<file path="src/rtl/mem_lane_unit_if.sv">
// Request/response and data-RAM bus of the memory lane unit.
// slave = the unit itself; master = the MEM stage plus the RAM.
interface mem_lane_unit_if;
    logic        req_valid;
    logic        req_ready;
    logic        req_we;
    logic [1:0]  req_size;
    logic        req_sign;
    logic [31:0] req_addr;
    logic [31:0] req_wdata;
    logic        resp_valid;
    logic [31:0] resp_rdata;
    logic        resp_exc;
    logic        mem_en;
    logic [3:0]  mem_we;
    logic [31:0] mem_addr;
    logic [31:0] mem_wdata;
    logic [31:0] mem_rdata;

    modport slave (
        input  req_valid, req_we, req_size, req_sign, req_addr, req_wdata, mem_rdata,
        output req_ready, resp_valid, resp_rdata, resp_exc,
        output mem_en, mem_we, mem_addr, mem_wdata
    );

    modport master (
        output req_valid, req_we, req_size, req_sign, req_addr, req_wdata, mem_rdata,
        input  req_ready, resp_valid, resp_rdata, resp_exc,
        input  mem_en, mem_we, mem_addr, mem_wdata
    );
endinterface

</file>
<file path="src/rtl/mem_lane_unit.sv">
// Data-memory access unit: store lane steering / byte enables, load extraction
// and extension, one request at a time, with misalignment exception.
module mem_lane_unit_lane #(
    parameter int LANE   = 0,
    parameter int LANE_W = 8
) (
    input  logic [1:0]        size,
    input  logic [1:0]        off,
    input  logic [LANE_W-1:0] byte_src,
    input  logic [LANE_W-1:0] half_src,
    input  logic [LANE_W-1:0] word_src,
    output logic              we,
    output logic [LANE_W-1:0] wbyte
);
    localparam logic [1:0] IDX = 2'(LANE);

    always_comb begin
        we    = 1'b0;
        wbyte = word_src;
        case (size)
            2'b00:   begin we = (off == IDX);       wbyte = byte_src; end
            2'b01:   begin we = (off[1] == IDX[1]); wbyte = half_src; end
            2'b10:   begin we = 1'b1;               wbyte = word_src; end
            default: ;
        endcase
    end
endmodule

module mem_lane_unit #(
    parameter int MEM_LAT = 1
) (
    input  logic            clk,
    input  logic            rst_n,
    mem_lane_unit_if.slave  bus
);
    localparam int NUM_LANES = 4;
    localparam int LANE_W    = 8;

    typedef enum logic [1:0] {IDLE, ISSUE, WAIT, RESP} state_t;

    typedef struct packed {
        logic       we;
        logic [1:0] size;
        logic       sign;
        logic [1:0] off;
    } req_t;

    state_t state, nstate;
    req_t   req_q;
    logic [1:0] cnt, cnt_d;
    logic accept, illegal, lat_done;

    logic [NUM_LANES-1:0]             lane_we;
    logic [NUM_LANES-1:0][LANE_W-1:0] lane_wdata;
    logic [31:0] ld_data;
    logic [7:0]  ld_byte;
    logic [15:0] ld_half;

    logic        ready_d, en_d, rv_d, exc_d;
    logic [3:0]  we_d;
    logic [31:0] addr_d, wdata_d, rdata_d;

    // Each lane picks the source byte for its position under byte/half/word replication.
    for (genvar g = 0; g < NUM_LANES; g++) begin : g_lane
        mem_lane_unit_lane #(.LANE(g), .LANE_W(LANE_W)) u_lane (
            .size     (bus.req_size),
            .off      (bus.req_addr[1:0]),
            .byte_src (bus.req_wdata[LANE_W-1:0]),
            .half_src (bus.req_wdata[LANE_W*(g%2) +: LANE_W]),
            .word_src (bus.req_wdata[LANE_W*g +: LANE_W]),
            .we       (lane_we[g]),
            .wbyte    (lane_wdata[g])
        );
    end

    assign accept   = (state == IDLE) && bus.req_valid && bus.req_ready;
    assign illegal  = (bus.req_size == 2'b11)
                   || (bus.req_size == 2'b01 && bus.req_addr[0])
                   || (bus.req_size == 2'b10 && bus.req_addr[1:0] != 2'b00);
    assign lat_done = (cnt == 2'(MEM_LAT - 1));

    assign ld_byte = bus.mem_rdata[{req_q.off, 3'b000} +: 8];
    assign ld_half = req_q.off[1] ? bus.mem_rdata[31:16] : bus.mem_rdata[15:0];

    always_comb begin
        case (req_q.size)
            2'b00:   ld_data = {{24{req_q.sign & ld_byte[7]}}, ld_byte};
            2'b01:   ld_data = {{16{req_q.sign & ld_half[15]}}, ld_half};
            default: ld_data = bus.mem_rdata;
        endcase
    end

    // State and registered outputs
    always_ff @(posedge clk or negedge rst_n) begin
        if (!rst_n) begin
            state          <= IDLE;
            cnt            <= '0;
            req_q          <= '0;
            bus.req_ready  <= 1'b0;
            bus.mem_en     <= 1'b0;
            bus.mem_we     <= '0;
            bus.mem_addr   <= '0;
            bus.mem_wdata  <= '0;
            bus.resp_valid <= 1'b0;
            bus.resp_rdata <= '0;
            bus.resp_exc   <= 1'b0;
        end else begin
            state          <= nstate;
            cnt            <= cnt_d;
            if (accept)
                req_q <= '{we: bus.req_we, size: bus.req_size, sign: bus.req_sign,
                           off: bus.req_addr[1:0]};
            bus.req_ready  <= ready_d;
            bus.mem_en     <= en_d;
            bus.mem_we     <= we_d;
            bus.mem_addr   <= addr_d;
            bus.mem_wdata  <= wdata_d;
            bus.resp_valid <= rv_d;
            bus.resp_rdata <= rdata_d;
            bus.resp_exc   <= exc_d;
        end
    end

    always_comb begin
        nstate = state;
        cnt_d  = cnt;
        case (state)
            IDLE:  if (accept) nstate = illegal ? RESP : ISSUE;
            ISSUE: begin
                cnt_d  = '0;
                nstate = req_q.we ? RESP : WAIT;
            end
            WAIT:  if (lat_done) nstate = RESP;
                   else          cnt_d  = cnt + 2'd1;
            RESP:  nstate = IDLE;
            default: nstate = IDLE;
        endcase
    end

    // Next values of the output registers; memory strobes are set at accept so
    // they are visible exactly during ISSUE.
    always_comb begin
        ready_d = (nstate == IDLE);
        en_d    = 1'b0;
        we_d    = '0;
        addr_d  = bus.mem_addr;
        wdata_d = bus.mem_wdata;
        rv_d    = 1'b0;
        rdata_d = bus.resp_rdata;
        exc_d   = bus.resp_exc;
        case (state)
            IDLE: if (accept) begin
                if (illegal) begin
                    rv_d    = 1'b1;
                    exc_d   = 1'b1;
                    rdata_d = '0;
                end else begin
                    en_d    = 1'b1;
                    addr_d  = {bus.req_addr[31:2], 2'b00};
                    wdata_d = lane_wdata;
                    if (bus.req_we) we_d = lane_we;
                end
            end
            ISSUE: if (req_q.we) begin
                rv_d    = 1'b1;
                exc_d   = 1'b0;
                rdata_d = '0;
            end
            WAIT: if (lat_done) begin
                rv_d    = 1'b1;
                exc_d   = 1'b0;
                rdata_d = ld_data;
            end
            default: ;
        endcase
    end
endmodule

</file>
<file path="src/flat_wrapper.sv">
// flat-port wrapper written by rule: the top's interface ports become plain ports
module mem_lane_unit_flat 
#(
    parameter int MEM_LAT = 1
)
  (clk, rst_n, bus_req_valid, bus_req_we, bus_req_size, bus_req_sign, bus_req_addr, bus_req_wdata, bus_mem_rdata, bus_req_ready, bus_resp_valid, bus_resp_rdata, bus_resp_exc, bus_mem_en, bus_mem_we, bus_mem_addr, bus_mem_wdata);
  mem_lane_unit_if bus_i ();
  input  logic clk;
  input  logic rst_n;
  input wire logic [$bits(bus_i.req_valid)-1:0] bus_req_valid;
  input wire logic [$bits(bus_i.req_we)-1:0] bus_req_we;
  input wire logic [$bits(bus_i.req_size)-1:0] bus_req_size;
  input wire logic [$bits(bus_i.req_sign)-1:0] bus_req_sign;
  input wire logic [$bits(bus_i.req_addr)-1:0] bus_req_addr;
  input wire logic [$bits(bus_i.req_wdata)-1:0] bus_req_wdata;
  input wire logic [$bits(bus_i.mem_rdata)-1:0] bus_mem_rdata;
  output wire logic [$bits(bus_i.req_ready)-1:0] bus_req_ready;
  output wire logic [$bits(bus_i.resp_valid)-1:0] bus_resp_valid;
  output wire logic [$bits(bus_i.resp_rdata)-1:0] bus_resp_rdata;
  output wire logic [$bits(bus_i.resp_exc)-1:0] bus_resp_exc;
  output wire logic [$bits(bus_i.mem_en)-1:0] bus_mem_en;
  output wire logic [$bits(bus_i.mem_we)-1:0] bus_mem_we;
  output wire logic [$bits(bus_i.mem_addr)-1:0] bus_mem_addr;
  output wire logic [$bits(bus_i.mem_wdata)-1:0] bus_mem_wdata;
  assign bus_i.req_valid = bus_req_valid;
  assign bus_i.req_we = bus_req_we;
  assign bus_i.req_size = bus_req_size;
  assign bus_i.req_sign = bus_req_sign;
  assign bus_i.req_addr = bus_req_addr;
  assign bus_i.req_wdata = bus_req_wdata;
  assign bus_i.mem_rdata = bus_mem_rdata;
  assign bus_req_ready = bus_i.req_ready;
  assign bus_resp_valid = bus_i.resp_valid;
  assign bus_resp_rdata = bus_i.resp_rdata;
  assign bus_resp_exc = bus_i.resp_exc;
  assign bus_mem_en = bus_i.mem_en;
  assign bus_mem_we = bus_i.mem_we;
  assign bus_mem_addr = bus_i.mem_addr;
  assign bus_mem_wdata = bus_i.mem_wdata;
  mem_lane_unit #(.MEM_LAT(MEM_LAT)) u_core (.clk(clk), .rst_n(rst_n), .bus(bus_i));
endmodule
</file>
<file path="config.mk">
export PLATFORM = sky130hd
export DESIGN_NAME = mem_lane_unit_flat
export DESIGN_NICKNAME = d
export VERILOG_FILES = /design/src/rtl/mem_lane_unit_if.sv /design/src/rtl/mem_lane_unit.sv /design/src/flat_wrapper.sv
export SDC_FILE = /design/constraint.sdc
export NUM_CORES = 1
export LEC_CHECK = 0
export ABC_CLOCK_PERIOD_IN_PS = 2500
export CAP_MARGIN = 10
export CORE_ASPECT_RATIO = 0.9
export CORE_MARGIN = 1.5
export CORE_UTILIZATION = 45
export CTS_BUF_LIST = sky130_fd_sc_hd__clkbuf_8
export DETAILED_ROUTE_END_ITERATION = 8
export GPL_TIMING_DRIVEN = 0
export PLACE_DENSITY = 0.79
export SYNTH_ARGS = -nofsm -noshare
export SYNTH_HDL_FRONTEND = slang
export SYNTH_SLANG_ARGS = --single-unit
</file>
<file path="constraint.sdc">
create_clock -name clk -period 2.5 [get_ports clk]
set_input_delay 0.25 -clock clk [delete_from_list [all_inputs] [get_ports clk]]
set_output_delay 0.25 -clock clk [all_outputs]
set_load 0.02 [all_outputs]
</file>
==> run summary, run 1 <==
Run status = completed
Crit-path max FO = 10
Total power of the final layout = 9.41 mW
Post-Syn Area = 5320 um^2
Horiz. Die Dim = 118 um
Total global routing track utilization = 26.1%
Upper clock frequency limit = 0.465 GHz
Number of antenna diodes = 0
Global-route congestion overflow total = 0
Net switching power = 3.86 mW
Share of synthesized flip-flops with an asynchronous set or reset = 100%
Number of H-tree branching levels = 3
Cell with the most instances on the worst path = buf_2
Power share of the sequential group = 33.5%
Actual transition at the worst max-transition pin = 0.873 ns
Worst rel slew slack = 41.8%
Arrival time at the worst endpoint = 2.47 ns
Power Dens Cells = 1210 nW/um^2
Final max-slew violation count = 0
Wire length of the first global-routing pass = 25000 um
Area of the die = 12500 um^2
Count of instances resized after the clock tree is built = 0
CTS max path bufs = 2
Number of I/O port buffers = 203
Count of pins on the block boundary = 207
Area share of the largest cell type after synthesis = 52.7%
Initial core utilization = 46.3%
Internal power consumption = 5.55 mW
Finish-stage setup viols = 0
Register area share after synthesis = 52.7%
Vias = 4512
Post-layout minimum cycle time = 2.15 ns
Critical path launch point = u_core.state[0]$_DFF_PN0_
Via count of the first global-routing pass = 4724
Reg-to-reg startpoint = u_core.state[0]$_DFF_PN0_
Crit-path slowest cell = dfrtp_1
Static power due to leakage = 3.39 nW
Part of the total power dissipated in the clock network = 10.9%
CP Data Required Time = 2.82 ns
YS warnings = 0
Sequential cell area = 2800 um^2
Worst hold path type = in2reg
Area Overhead vs Synth = 45.9%
RSZ-0062 raised after global routing = no
Main flop type after synthesis = dfrtp_1
Worst clock skew = 0.0128 ns
Antenna violations before repair = 1
Cts hold-fix bufs = 1
Count of endpoints failing hold in the final timing report = 0
Fin nets = 772
Worst setup path class = reg2reg
Most frequent cells in the layout = 202 x clkdlybuf4s50_1, 112 x dfrtp_1, 51 x mux2i_1
Half-perimeter wire length after placement = 11800 um
Source-to-sink clock delay at the later pin of the worst-skew pair = 0.40 ns
Endpoint type of the worst setup path = flip-flop
CTS clock-pin slew for the worst setup and hold paths = 0.11 ns
Register bit count reported by yosys = 112
Launch point of the worst hold path = bus_req_size[0]
Top cell type by total area after synthesis = dfrtp_1
Standard-cell row count = 37
Buf+Inv Stages, Crit Path = 3
Average size of a mapped cell = 11.9 um^2
Switching portion of total power = 41.0%
Total number of clock tree sinks = 112
Combinational group share of total power = 55.6%
Number of buffers inserted to repair setup after CTS = 0
Finished layout cell area = 7760 um^2
CP Cell Sequence = inv_1 -> ha_1 -> buf_2 -> a21boi_1 -> nor4_1 -> nand2_1 -> buf_2 -> o2bb2ai_1
Number of max-capacitance violations reported = 0
Part of the cycle the worst path needs = 86.0%
Vertical die dimension = 106 um
Area of the multi-input gates = 2300 um^2
Num CTS Buffers = 9
Number of antenna-violating nets in the routed design = 0
Post-Route WL = 15700 um
Drc violations = 0
Drt via density = 5.47
Setup slack of the most critical reg-to-reg path = 0.35 ns
Gate Count Post-Synth = 447
Top cells by area, synth = dfrtp_1 53%, mux2_2 9.9%, mux2i_1 9.6%
Most common cell after layout, fill and taps aside = clkdlybuf4s50_1
Clock root buffer = clkbuf_8
Worst IR drop on VDD = 0.848 mV
First-pass detailed-route iteration total = 6
DR iter-0 viols = 378
Routed WL per cell = 19.0 um
Kind of cell adding the most delay to the critical path = simple AND/OR/NAND/NOR gates
Startpoint kind of the worst setup timing path = flip-flop
Number of filler instances in the final layout = 909
Core Box Area = 11500 um^2
CTS tree = built
Share of layout cells above drive strength 1 = 15.1%
Dpl cell area = 7580 um^2
Number of flops mapped to enable cells by yosys = 0
Final Wtd Congestion = 0.883
Largest incremental delay on the critical path = 0.41 ns
Maximum number of pins on one net before global-route repair = 66
Cell variety after synth = 47
## cell type report
class,count,area share [%]
Sequential cell,112,36.1
Timing Repair Buffer,205,26.6
Buffer,31,2.21
Tap cell,156,2.51
Clock inverter,7,0.693
Clock buffer,9,1.60
Inverter,13,0.628
Multi-Input combinational cell,292,29.6
## path summary, 6_finish.rpt
path                       cells after the start                                    end
max                                            8  u_core.bus.resp_rdata[31]$_DFFE_PN0P_
min                                            5   u_core.bus.mem_wdata[25]$_DFFE_PN0P_
max reg2reg                                    8  u_core.bus.resp_rdata[31]$_DFFE_PN0P_
min reg2reg                                    2    u_core.bus.mem_wdata[9]$_DFFE_PN0P_
max in group asynchronous                      3    u_core.bus.mem_addr[28]$_DFFE_PN0P_
min in group asynchronous                      2    u_core.bus.mem_wdata[4]$_DFFE_PN0P_
## power groups by stage
stage | combinational, mW | clock, mW | sequential, mW
global route | 5.58 | 1.12 | 3.26
detailed placement | 5.22 | 0 | 3.18
floorplan | 1.98 | 0 | 4.05
finish | 5.23 | 1.02 | 3.16
CTS | 5.25 | 1.06 | 3.16
global placement | 5.12 | 0 | 3.14
## metal layers
| layer | vias to the layer above | wire length, um | track usage [%] |
|---|---|---|---|
| met3 | 30 | 2040 | 13.9 |
| met5 | - | 13 | 0 |
| met1 | 2193 | 6130 | 31.1 |
| met2 | 243 | 7180 | 41.1 |
| li1 | 2044 | - | - |
| met4 | 2 | 329 | 7.23 |
## flip-flops by register name, summed over array words and instances (netlist names)
signal and flops:
u_core.bus.mem_en 1, u_core.bus.mem_wdata 32, u_core.bus.resp_exc 1, u_core.state 2
u_core.bus.resp_valid 1, u_core.bus.resp_rdata 32, u_core.bus.mem_addr 30, u_core.bus.req_ready 1
u_core.cnt 2, u_core.req_q 6, u_core.bus.mem_we 4
## cell families (layout without fill, tap and decap cells)
family / count (synthesis) / count (layout) / share of synthesized area [%]
adder cells (fa/ha/maj): 5 / 5 / 1.18
AND/OR/NAND/NOR: 69 / 69 / 6.25
buffers and inverters: 44 / 265 / 4.14
AO/OA/AOI/OAI: 115 / 115 / 15.3
other: 1 / 2 / 0.0705
flip-flops: 112 / 112 / 52.7
multiplexers: 101 / 101 / 20.4
## synth_stat cells, types with 6 or more instances
library cell,count
buf_2,17
inv_1,13
mux2_2,47
o21ai_1,6
nor2_1,12
o21ai_0,37
o22ai_1,9
nand2b_1,7
mux2i_1,51
dfrtp_1,112
nand2_1,34
a221oi_1,6
a32o_1,7
a21oi_1,16
o2bb2ai_1,17
clkbuf_1,7
## tightest hold or removal path, delay by kind of cell
kind,cells,cell delay [ns]
AOI/OAI and AO/OA,2,0.17
buffers and inverters,1,0.17
muxes,1,0.15
and+or+nand+nor,1,0.09
## through the flow
| step | instances | hold WS, ns | setup WS, ns | setup TNS (ns) | util, % |
|---|---|---|---|---|---|
| after floorplan | 448 | -0.0456 | 0.655 | 0 | - |
| after global placement | 807 | 0.464 | -3.06 | -341.34 | 65.8 |
| after detailed placement | 808 | 0.420 | 0.290 | 0 | 66.0 |
| after CTS | 825 | 0.436 | 0.330 | 0 | 67.6 |
| after global routing | 825 | 0.434 | 0.0239 | 0 | 67.6 |
| final | 825 | 0.459 | 0.349 | 0 | 67.6 |
No activity file was read; power rests on OpenSTA's default activity.
==> run 2, diff against run 1 <==
--- a/config.mk
+++ b/config.mk
@@ -5,15 +5,16 @@
 export SDC_FILE = /design/constraint.sdc
 export NUM_CORES = 1
 export LEC_CHECK = 0
+export ABC_AREA = 1
 export ABC_CLOCK_PERIOD_IN_PS = 2500
 export CAP_MARGIN = 10
 export CORE_ASPECT_RATIO = 0.9
 export CORE_MARGIN = 1.5
-export CORE_UTILIZATION = 45
+export CORE_UTILIZATION = 46
 export CTS_BUF_LIST = sky130_fd_sc_hd__clkbuf_8
 export DETAILED_ROUTE_END_ITERATION = 8
 export GPL_TIMING_DRIVEN = 0
-export PLACE_DENSITY = 0.79
+export PLACE_DENSITY = 0.8
 export SYNTH_ARGS = -nofsm -noshare
 export SYNTH_HDL_FRONTEND = slang
 export SYNTH_SLANG_ARGS = --single-unit
==> run summary, run 2 <==
Count of pins on the block boundary = 207 (unchanged)
Met3 routing resource usage after global routing = 7.82% (was 13.9%)
DR iter-0 viols = 416 (was 378)
Register area share after synthesis = 51.1% (was 52.7%)
Top cell type by total area after synthesis = dfrtp_1 (unchanged)
Crit-path max FO = 10 (unchanged)
Crit-path slowest cell = dfrtp_1 (unchanged)
Number of buffers inserted to repair setup after CTS = 0 (unchanged)
Cell variety after synth = 31 (was 47)
Number of filler instances in the final layout = 956 (was 909)
Largest incremental delay on the critical path = 0.43 ns (was 0.41 ns)
Maximum number of pins on one net before global-route repair = 69 (was 66)
Arrival time at the worst endpoint = 2.29 ns (was 2.47 ns)
Standard-cell row count = 37 (unchanged)
Worst hold path type = in2async (was in2reg)
Cell with the most instances on the worst path = nand2_1 (was buf_2)
Fin nets = 1047 (was 772)
Met1 capacity usage during global routing = 32.8% (was 31.1%)
CTS tree = built (unchanged)
YS warnings = 0 (unchanged)
Share of layout cells above drive strength 1 = 8.58% (was 15.1%)
Clock root buffer = clkbuf_8 (unchanged)
Vertical die dimension = 107 um (was 106 um)
Post-layout minimum cycle time = 1.97 ns (was 2.15 ns)
Global route hottest layer = met2 (unchanged)
Endpoint type of the worst setup path = flip-flop (unchanged)
Global-route congestion overflow total = 0 (unchanged)
Count of endpoints failing hold in the final timing report = 24 (was 0)
Post-Route WL = 15700 um (about the same)
Final non-filler cell total = 1100 (was 825)
Vias = 5343 (was 4512)
Finish-stage setup viols = 0 (unchanged)
Run status = complete, but fails checks (was completed)
Routed WL per cell = 14.2 um (was 19.0 um)
Share of synthesized flip-flops with an asynchronous set or reset = 100% (unchanged)
Number of max-capacitance violations reported = 0 (unchanged)
Area Overhead vs Synth = 44.6% (was 45.9%)
Power Dens Cells = 998 nW/um^2 (was 1210 nW/um^2)
Register bit count reported by yosys = 112 (unchanged)
Horiz. Die Dim = 118 um (about the same)
Share of the core filled with cells in the final layout = 68.8% (was 67.6%)
First-pass detailed-route iteration total = 7 (was 6)
Static power due to leakage = 4.02 nW (was 3.39 nW)
Post-Syn Area = 5490 um^2 (was 5320 um^2)
Drt via density = 4.86 (was 5.47)
Initial core utilization = 47.6% (was 46.3%)
Total number of clock tree sinks = 112 (unchanged)
Wire length of the first global-routing pass = 25300 um (was 25000 um)
Number of instances in the placed design = 1084 (was 808)
Count of instances resized after the clock tree is built = 0 (unchanged)
Gate Count Post-Synth = 722 (was 447)
Worst clock skew = 0.0127 ns (was 0.0128 ns)
Total power of the final layout = 7.92 mW (was 9.41 mW)
Final Wtd Congestion = 0.849 (was 0.883)
Main flop type after synthesis = dfrtp_1 (unchanged)
Final max-slew violation count = 0 (unchanged)
Actual transition at the worst max-transition pin = 0.863 ns (was 0.873 ns)
Source-to-sink clock delay at the later pin of the worst-skew pair = 0.38 ns (was 0.40 ns)
Number of flops mapped to enable cells by yosys = 0 (unchanged)
CTS max path bufs = 2 (unchanged)
Half-perimeter wire length after placement = 11800 um (about the same)
Most frequent cells in the layout = 360 x nand2_1, 203 x clkdlybuf4s50_1, 112 x dfrtp_1 (was 202 x clkdlybuf4s50_1, 112 x dfrtp_1, 51 x mux2i_1)
CP Data Required Time = 2.82 ns (about the same)
Num CTS Buffers = 9 (unchanged)
Number of antenna-violating nets in the routed design = 0 (unchanged)
Drc violations = 0 (unchanged)
Antenna violations before repair = 0 (was 1)
Core Box Area = 11500 um^2 (about the same)
Number of antenna diodes = 0 (unchanged)
Total global routing track utilization = 25.2% (was 26.1%)
Top cells by area, synth = dfrtp_1 51%, nand2_1 25%, nor2_1 4.2% (was dfrtp_1 53%, mux2_2 9.9%, mux2i_1 9.6%)
Average size of a mapped cell = 7.60 um^2 (was 11.9 um^2)
Number of H-tree branching levels = 3 (unchanged)
RSZ-0062 raised after global routing = no (unchanged)
Worst IR drop on VDD = 0.482 mV (was 0.848 mV)
CP Cell Sequence = inv_1 -> ha_1 -> and3_1 -> clkbuf_1 -> nand2_4 -> inv_2 -> buf_4 -> nand2_1 -> nand2_1 (was inv_1 -> ha_1 -> buf_2 -> a21boi_1 -> nor4_1 -> nand2_1 -> buf_2 -> o2bb2ai_1)
Startpoint kind of the worst setup timing path = flip-flop (unchanged)
Part of the cycle the worst path needs = 78.6% (was 86.0%)
Number of I/O port buffers = 204 (was 203)
GR met2 Demand/Resource = 40.4% (was 41.1%)
Worst setup path class = reg2reg (unchanged)
Most common cell after layout, fill and taps aside = nand2_1 (was clkdlybuf4s50_1)
Area share of the largest cell type after synthesis = 51.1% (was 52.7%)
Worst rel slew slack = 42.4% (was 41.8%)
Upper clock frequency limit = 0.509 GHz (was 0.465 GHz)
Commonest cells in the synthesized netlist = 360 x nand2_1, 112 x dfrtp_1, 62 x nor2_1 (was 112 x dfrtp_1, 51 x mux2i_1, 47 x mux2_2)
Area of the die = 12600 um^2 (was 12500 um^2)
Violations in the final reports = hold timing
Worst hold-check slack = -0.0161 ns (was 0.459 ns)
Via count of the first global-routing pass = 5108 (was 4724)
Count leader, synth = nand2_1 (was dfrtp_1)
Biggest registers after layout = u_core.bus.mem_wdata x32, u_core.bus.resp_rdata x32, u_core.bus.mem_addr x30 (unchanged)
CTS clock-pin slew for the worst setup and hold paths = 0.11 ns (about the same)
Cts hold-fix bufs = 0 (was 1)
[run 2: changes by cell type in the layout (fill, tap and decap cells not counted), sizes merged, moves of 9 or more]
cell / delta
nand3: +19
nor2: +52
mux2: -48
o2bb2ai: -17
o22ai: -9
inv: +14
mux2i: -51
nand2: +351
[run 2: cells by family (layout without fill, tap and decap cells)]
| family | Yosys count | after routing | synth area share [%] |
|---|---|---|---|
| AOI/OAI and AO/OA | 66 | 66 | 6.25 |
| adders and majority gates | 5 | 5 | 1.14 |
| buffers and inverters | 64 | 285 | 6.02 |
| DFF | 112 | 112 | 51.1 |
| muxes | 1 | 1 | 0.205 |
| other | 1 | 2 | 0.0683 |
| and+or+nand+nor | 473 | 473 | 35.2 |
[run 2: worst max-delay path: cells and delay by family, from the launching register on]
kind	cells	cell delay (ns)
adders and majority gates	1	0.24
DFF	1	0.43
and+or+nand+nor	4	0.50
buffers and inverters	4	0.74
[run 2: worst paths after layout]
check                                                       from                               endpoint  slack [ns]  cells past startpoint
setup reg to reg                       u_core.state[0]$_DFF_PN0_   u_core.bus.mem_wdata[13]$_DFFE_PN0P_        0.53                      9
max in group asynchronous                                  rst_n   u_core.bus.mem_wdata[11]$_DFFE_PN0P_        1.81                      2
hold reg to reg            u_core.bus.resp_rdata[12]$_DFFE_PN0P_  u_core.bus.resp_rdata[12]$_DFFE_PN0P_        0.49                      2
setup / recovery                       u_core.state[0]$_DFF_PN0_   u_core.bus.mem_wdata[13]$_DFFE_PN0P_        0.53                      9
hold / removal                                             rst_n    u_core.bus.mem_addr[23]$_DFFE_PN0P_       -0.02                      1
min in group clk                                bus_req_addr[18]    u_core.bus.mem_addr[18]$_DFFE_PN0P_        0.40                      3
[run 2: through the flow]
| step | setup WS, ns | TNS (ns) | cell area, um^2 |
|---|---|---|---|
| global route | 0.356 | 0 | 7940 |
| finish | 0.534 | 0 | 7940 |
| global placement | -3.07 | -342.72 | 7730 |
| CTS | 0.533 | 0 | 7940 |
| detailed placement | 0.535 | 0 | 7750 |
| floorplan | 0.908 | 0 | 5490 |
[run 2: final cells by class]
type                            count  area (um^2)  area share (%)
Tap cell                          156          195            2.46
Timing Repair Buffer              205         2070            26.0
Multi-Input combinational cell    547         2360            29.7
Clock buffer                       10          138            1.73
Clock inverter                      6         45.0           0.568
Buffer                             36          210            2.65
Inverter                           28          120            1.51
Sequential cell                   112         2800            35.3
[run 2: per-layer routing]
layer	vias up	wire length, um
li1	2654	-
met1	2470	6730
met2	192	7190
met3	27	1340
met4	0	410
met5	-	0
[run 2: power by group]
group          internal [mW]  total [mW]  leakage (nW)  switching [mW]
registers               2.39        2.71          1.49           0.325
logic                   1.75        4.19          2.44            2.44
clock network          0.396        1.02        0.0956           0.623
total                   4.53        7.92          4.02            3.39
==> run 3, diff against run 2 <==
--- a/config.mk
+++ b/config.mk
@@ -6,15 +6,15 @@
 export NUM_CORES = 1
 export LEC_CHECK = 0
 export ABC_AREA = 1
-export ABC_CLOCK_PERIOD_IN_PS = 2500
+export ABC_CLOCK_PERIOD_IN_PS = 1700
 export CAP_MARGIN = 10
 export CORE_ASPECT_RATIO = 0.9
 export CORE_MARGIN = 1.5
-export CORE_UTILIZATION = 46
+export CORE_UTILIZATION = 41
 export CTS_BUF_LIST = sky130_fd_sc_hd__clkbuf_8
 export DETAILED_ROUTE_END_ITERATION = 8
 export GPL_TIMING_DRIVEN = 0
-export PLACE_DENSITY = 0.8
+export PLACE_DENSITY = 0.75
 export SYNTH_ARGS = -nofsm -noshare
 export SYNTH_HDL_FRONTEND = slang
 export SYNTH_SLANG_ARGS = --single-unit
==> constraint.sdc (replaced) <==
create_clock -name clk -period 1.7 [get_ports clk]
set_input_delay 0.17 -clock clk [delete_from_list [all_inputs] [get_ports clk]]
set_output_delay 0.17 -clock clk [all_outputs]
set_load 0.02 [all_outputs]
==> run summary, run 3 (synthesis results as in run 2) <==
Run status = complete, but fails checks (unchanged)
Violations in the final reports = setup timing (was hold timing)
Fin nets = 1057 (was 1047)
Vertical die dimension = 113 um (was 107 um)
Worst setup path class = reg2reg (unchanged)
Number of I/O port buffers = 204 (unchanged)
Finished layout cell area = 8330 um^2 (was 7940 um^2)
Upper clock frequency limit = 0.556 GHz (was 0.509 GHz)
Area Overhead vs Synth = 51.8% (was 44.6%)
Terminus of the critical flop-to-flop path = u_core.bus.resp_rdata[13]$_DFFE_PN0P_ (was u_core.bus.mem_wdata[13]$_DFFE_PN0P_)
Net switching power = 5.43 mW (was 3.39 mW)
Most common cell after layout, fill and taps aside = nand2_1 (unchanged)
Worst IR drop on VDD = 0.760 mV (was 0.482 mV)
Total global routing track utilization = 23.3% (was 25.2%)
Global-route congestion overflow total = 0 (unchanged)
Part of the total power dissipated in the clock network = 11.8% (was 12.9%)
Power Dens Cells = 1510 nW/um^2 (was 998 nW/um^2)
Combinational group share of total power = 56.4% (was 52.9%)
Reg-to-reg startpoint = u_core.state[1]$_DFF_PN0_ (was u_core.state[0]$_DFF_PN0_)
Biggest registers after layout = u_core.bus.mem_wdata x32, u_core.bus.resp_rdata x32, u_core.bus.mem_addr x30 (unchanged)
Static power due to leakage = 4.12 nW (was 4.02 nW)
Endpoint type of the worst setup path = flip-flop (unchanged)
R2R cell count = 9 (unchanged)
Internal power consumption = 7.18 mW (was 4.53 mW)
Via count of the first global-routing pass = 5191 (was 5108)
CTS max path bufs = 2 (unchanged)
Worst clock skew = 0.0116 ns (was 0.0127 ns)
Count of pins on the block boundary = 207 (unchanged)
Antenna violations before repair = 0 (unchanged)
Switching portion of total power = 43.1% (was 42.8%)
Setup tns final = -2.10 ns (was 0 ns)
Part of the cycle the worst path needs = 106% (was 78.6%)
CTS tree = built (unchanged)
Total power of the final layout = 12.6 mW (was 7.92 mW)
Sequential cell area = 2800 um^2 (unchanged)
Routed WL per cell = 14.9 um (was 14.2 um)
Power share of the sequential group = 31.8% (was 34.3%)
Clock root buffer = clkbuf_8 (unchanged)
Worst rel slew slack = 60.3% (was 42.4%)
Vias = 5370 (was 5343)
Number of max-capacitance violations reported = 0 (unchanged)
Crit-path max FO = 8 (was 10)
Most frequent cells in the layout = 358 x nand2_1, 203 x clkdlybuf4s50_1, 112 x dfrtp_1 (was 360 x nand2_1, 203 x clkdlybuf4s50_1, 112 x dfrtp_1)
CP Data Required Time = 2.03 ns (was 2.82 ns)
Share of layout cells above drive strength 1 = 13.4% (was 8.58%)
Final max-slew violation count = 0 (unchanged)
DR iter-0 viols = 390 (was 416)
Area of the die = 14100 um^2 (was 12600 um^2)
Number of antenna-violating nets in the routed design = 0 (unchanged)
Source-to-sink clock delay at the later pin of the worst-skew pair = 0.39 ns (was 0.38 ns)
Post-Route WL = 16700 um (was 15700 um)
Setup slack of the most critical reg-to-reg path = -0.1 ns (was 0.53 ns)
Half-perimeter wire length after placement = 12000 um (was 11800 um)
Worst hold path type = in2async (unchanged)
Setup ws final = -0.0992 ns (was 0.534 ns)
Core Box Area = 12900 um^2 (was 11500 um^2)
CTS clock-pin slew for the worst setup and hold paths = 0.11 ns (about the same)
Actual transition at the worst max-transition pin = 0.591 ns (was 0.863 ns)
Arrival time at the worst endpoint = 2.13 ns (was 2.29 ns)
Post-layout minimum cycle time = 1.80 ns (was 1.97 ns)
Final Wtd Congestion = 0.879 (was 0.849)
Drt via density = 4.80 (was 4.86)
Wire length of the first global-routing pass = 26200 um (was 25300 um)
Standard-cell row count = 39 (was 37)
Maximum number of pins on one net before global-route repair = 87 (was 69)
Area of the multi-input gates = 2560 um^2 (was 2360 um^2)
Finish-stage setup viols = 31 (was 0)
Number of H-tree branching levels = 3 (unchanged)
Drc violations = 0 (unchanged)
Dpl cell area = 7770 um^2 (was 7750 um^2)
Initial core utilization = 42.6% (was 47.6%)
First-pass detailed-route iteration total = 4 (was 7)
RSZ-0062 raised after global routing = yes (was no)
Horiz. Die Dim = 125 um (was 118 um)
Num CTS Buffers = 9 (unchanged)
Startpoint kind of the worst setup timing path = flip-flop (unchanged)
Number of filler instances in the final layout = 1126 (was 956)
Total number of clock tree sinks = 112 (unchanged)
Number of antenna diodes = 0 (unchanged)
Count of endpoints failing hold in the final timing report = 0 (was 24)
## run 3: cell count changes in the layout (fill, tap and decap cells not counted), sizes merged
cell         previous run  this run
dlygate4sd3             0         1
buf                    29        38
## run 3: worst max-delay path: stages, from the launching register on
cell and delay, ns:
dfrtp_1 0.43, buf_4 0.16, ha_4 0.15, nand3b_1 0.21
nor2_4 0.17, nand3_4 0.19, clkbuf_16 0.23, nor2_2 0.08
nand2_1 0.07, nand2_1 0.05
## run 3: layout make-up
cell class,instances,share of cell area (%)
plain buffers,35,3.21
flip-flops and latches,112,33.6
clock buffers,10,1.65
well taps,164,2.46
multi-input cells,547,30.8
clock inverters,6,0.420
inverters,28,1.50
repair buffers,216,26.4
## run 3: what timing repair did
item | CTS | global route
hold buffers | 1 | 0
gates cloned | 0 | 4
endpoints found under the hold margin | 26 | 0
resized for setup | 15 | 68
endpoints found under the setup margin | 103 | 78
pin swaps | 1 | 5
setup buffers | 1 | 5
## run 3: metrics by stage
step	hold slack (ns)	utilization, %	setup WS, ns	std cells
after floorplan	-0.126	-	0.108	723
after global placement	0.461	60.1	-3.89	1091
after detailed placement	0.0543	60.3	-0.257	1092
after CTS	0.190	62.1	0.00968	1109
after global routing	0.202	64.7	-0.153	1118
final	0.205	64.7	-0.0992	1118
## run 3: per-layer routing
layer / up-vias / GRT usage (%) / share of wire (%)
met5: - / 0 / 0
met4: 0 / 4.92 / 1.4
met3: 20 / 8.98 / 9.0
met2: 195 / 37.8 / 48
met1: 2477 / 29.9 / 41
li1: 2678 / - / -
## run 3: worst max path at each step
stage                         startpoint                                     to  slack [ns]  depth (start not counted)
3_3_place_gp                       rst_n    u_core.bus.mem_addr[31]$_DFFE_PN0P_       -3.89                          1
4_1_cts        u_core.state[1]$_DFF_PN0_   u_core.bus.resp_rdata[6]$_DFFE_PN0P_        0.01                          9
5_1_grt        u_core.state[1]$_DFF_PN0_  u_core.bus.resp_rdata[13]$_DFFE_PN0P_       -0.15                          9
6_report       u_core.state[1]$_DFF_PN0_  u_core.bus.resp_rdata[13]$_DFFE_PN0P_        -0.1                          9
2_1_floorplan  u_core.state[0]$_DFF_PN0_  u_core.bus.resp_rdata[23]$_DFFE_PN0P_        0.11                         10
3_5_place_dp   u_core.state[0]$_DFF_PN0_   u_core.bus.mem_wdata[14]$_DFFE_PN0P_       -0.26                          9
## run 3: power by group through the flow
stage               Clock [mW]  Combinational (mW)  Sequential [mW]
detailed placement           0                6.18             4.03
finish                    1.49                7.11             4.01
CTS                       1.55                6.33             4.00
floorplan                    0                2.74             4.88
global route              1.66                7.67             4.12
global placement             0                6.07             4.03
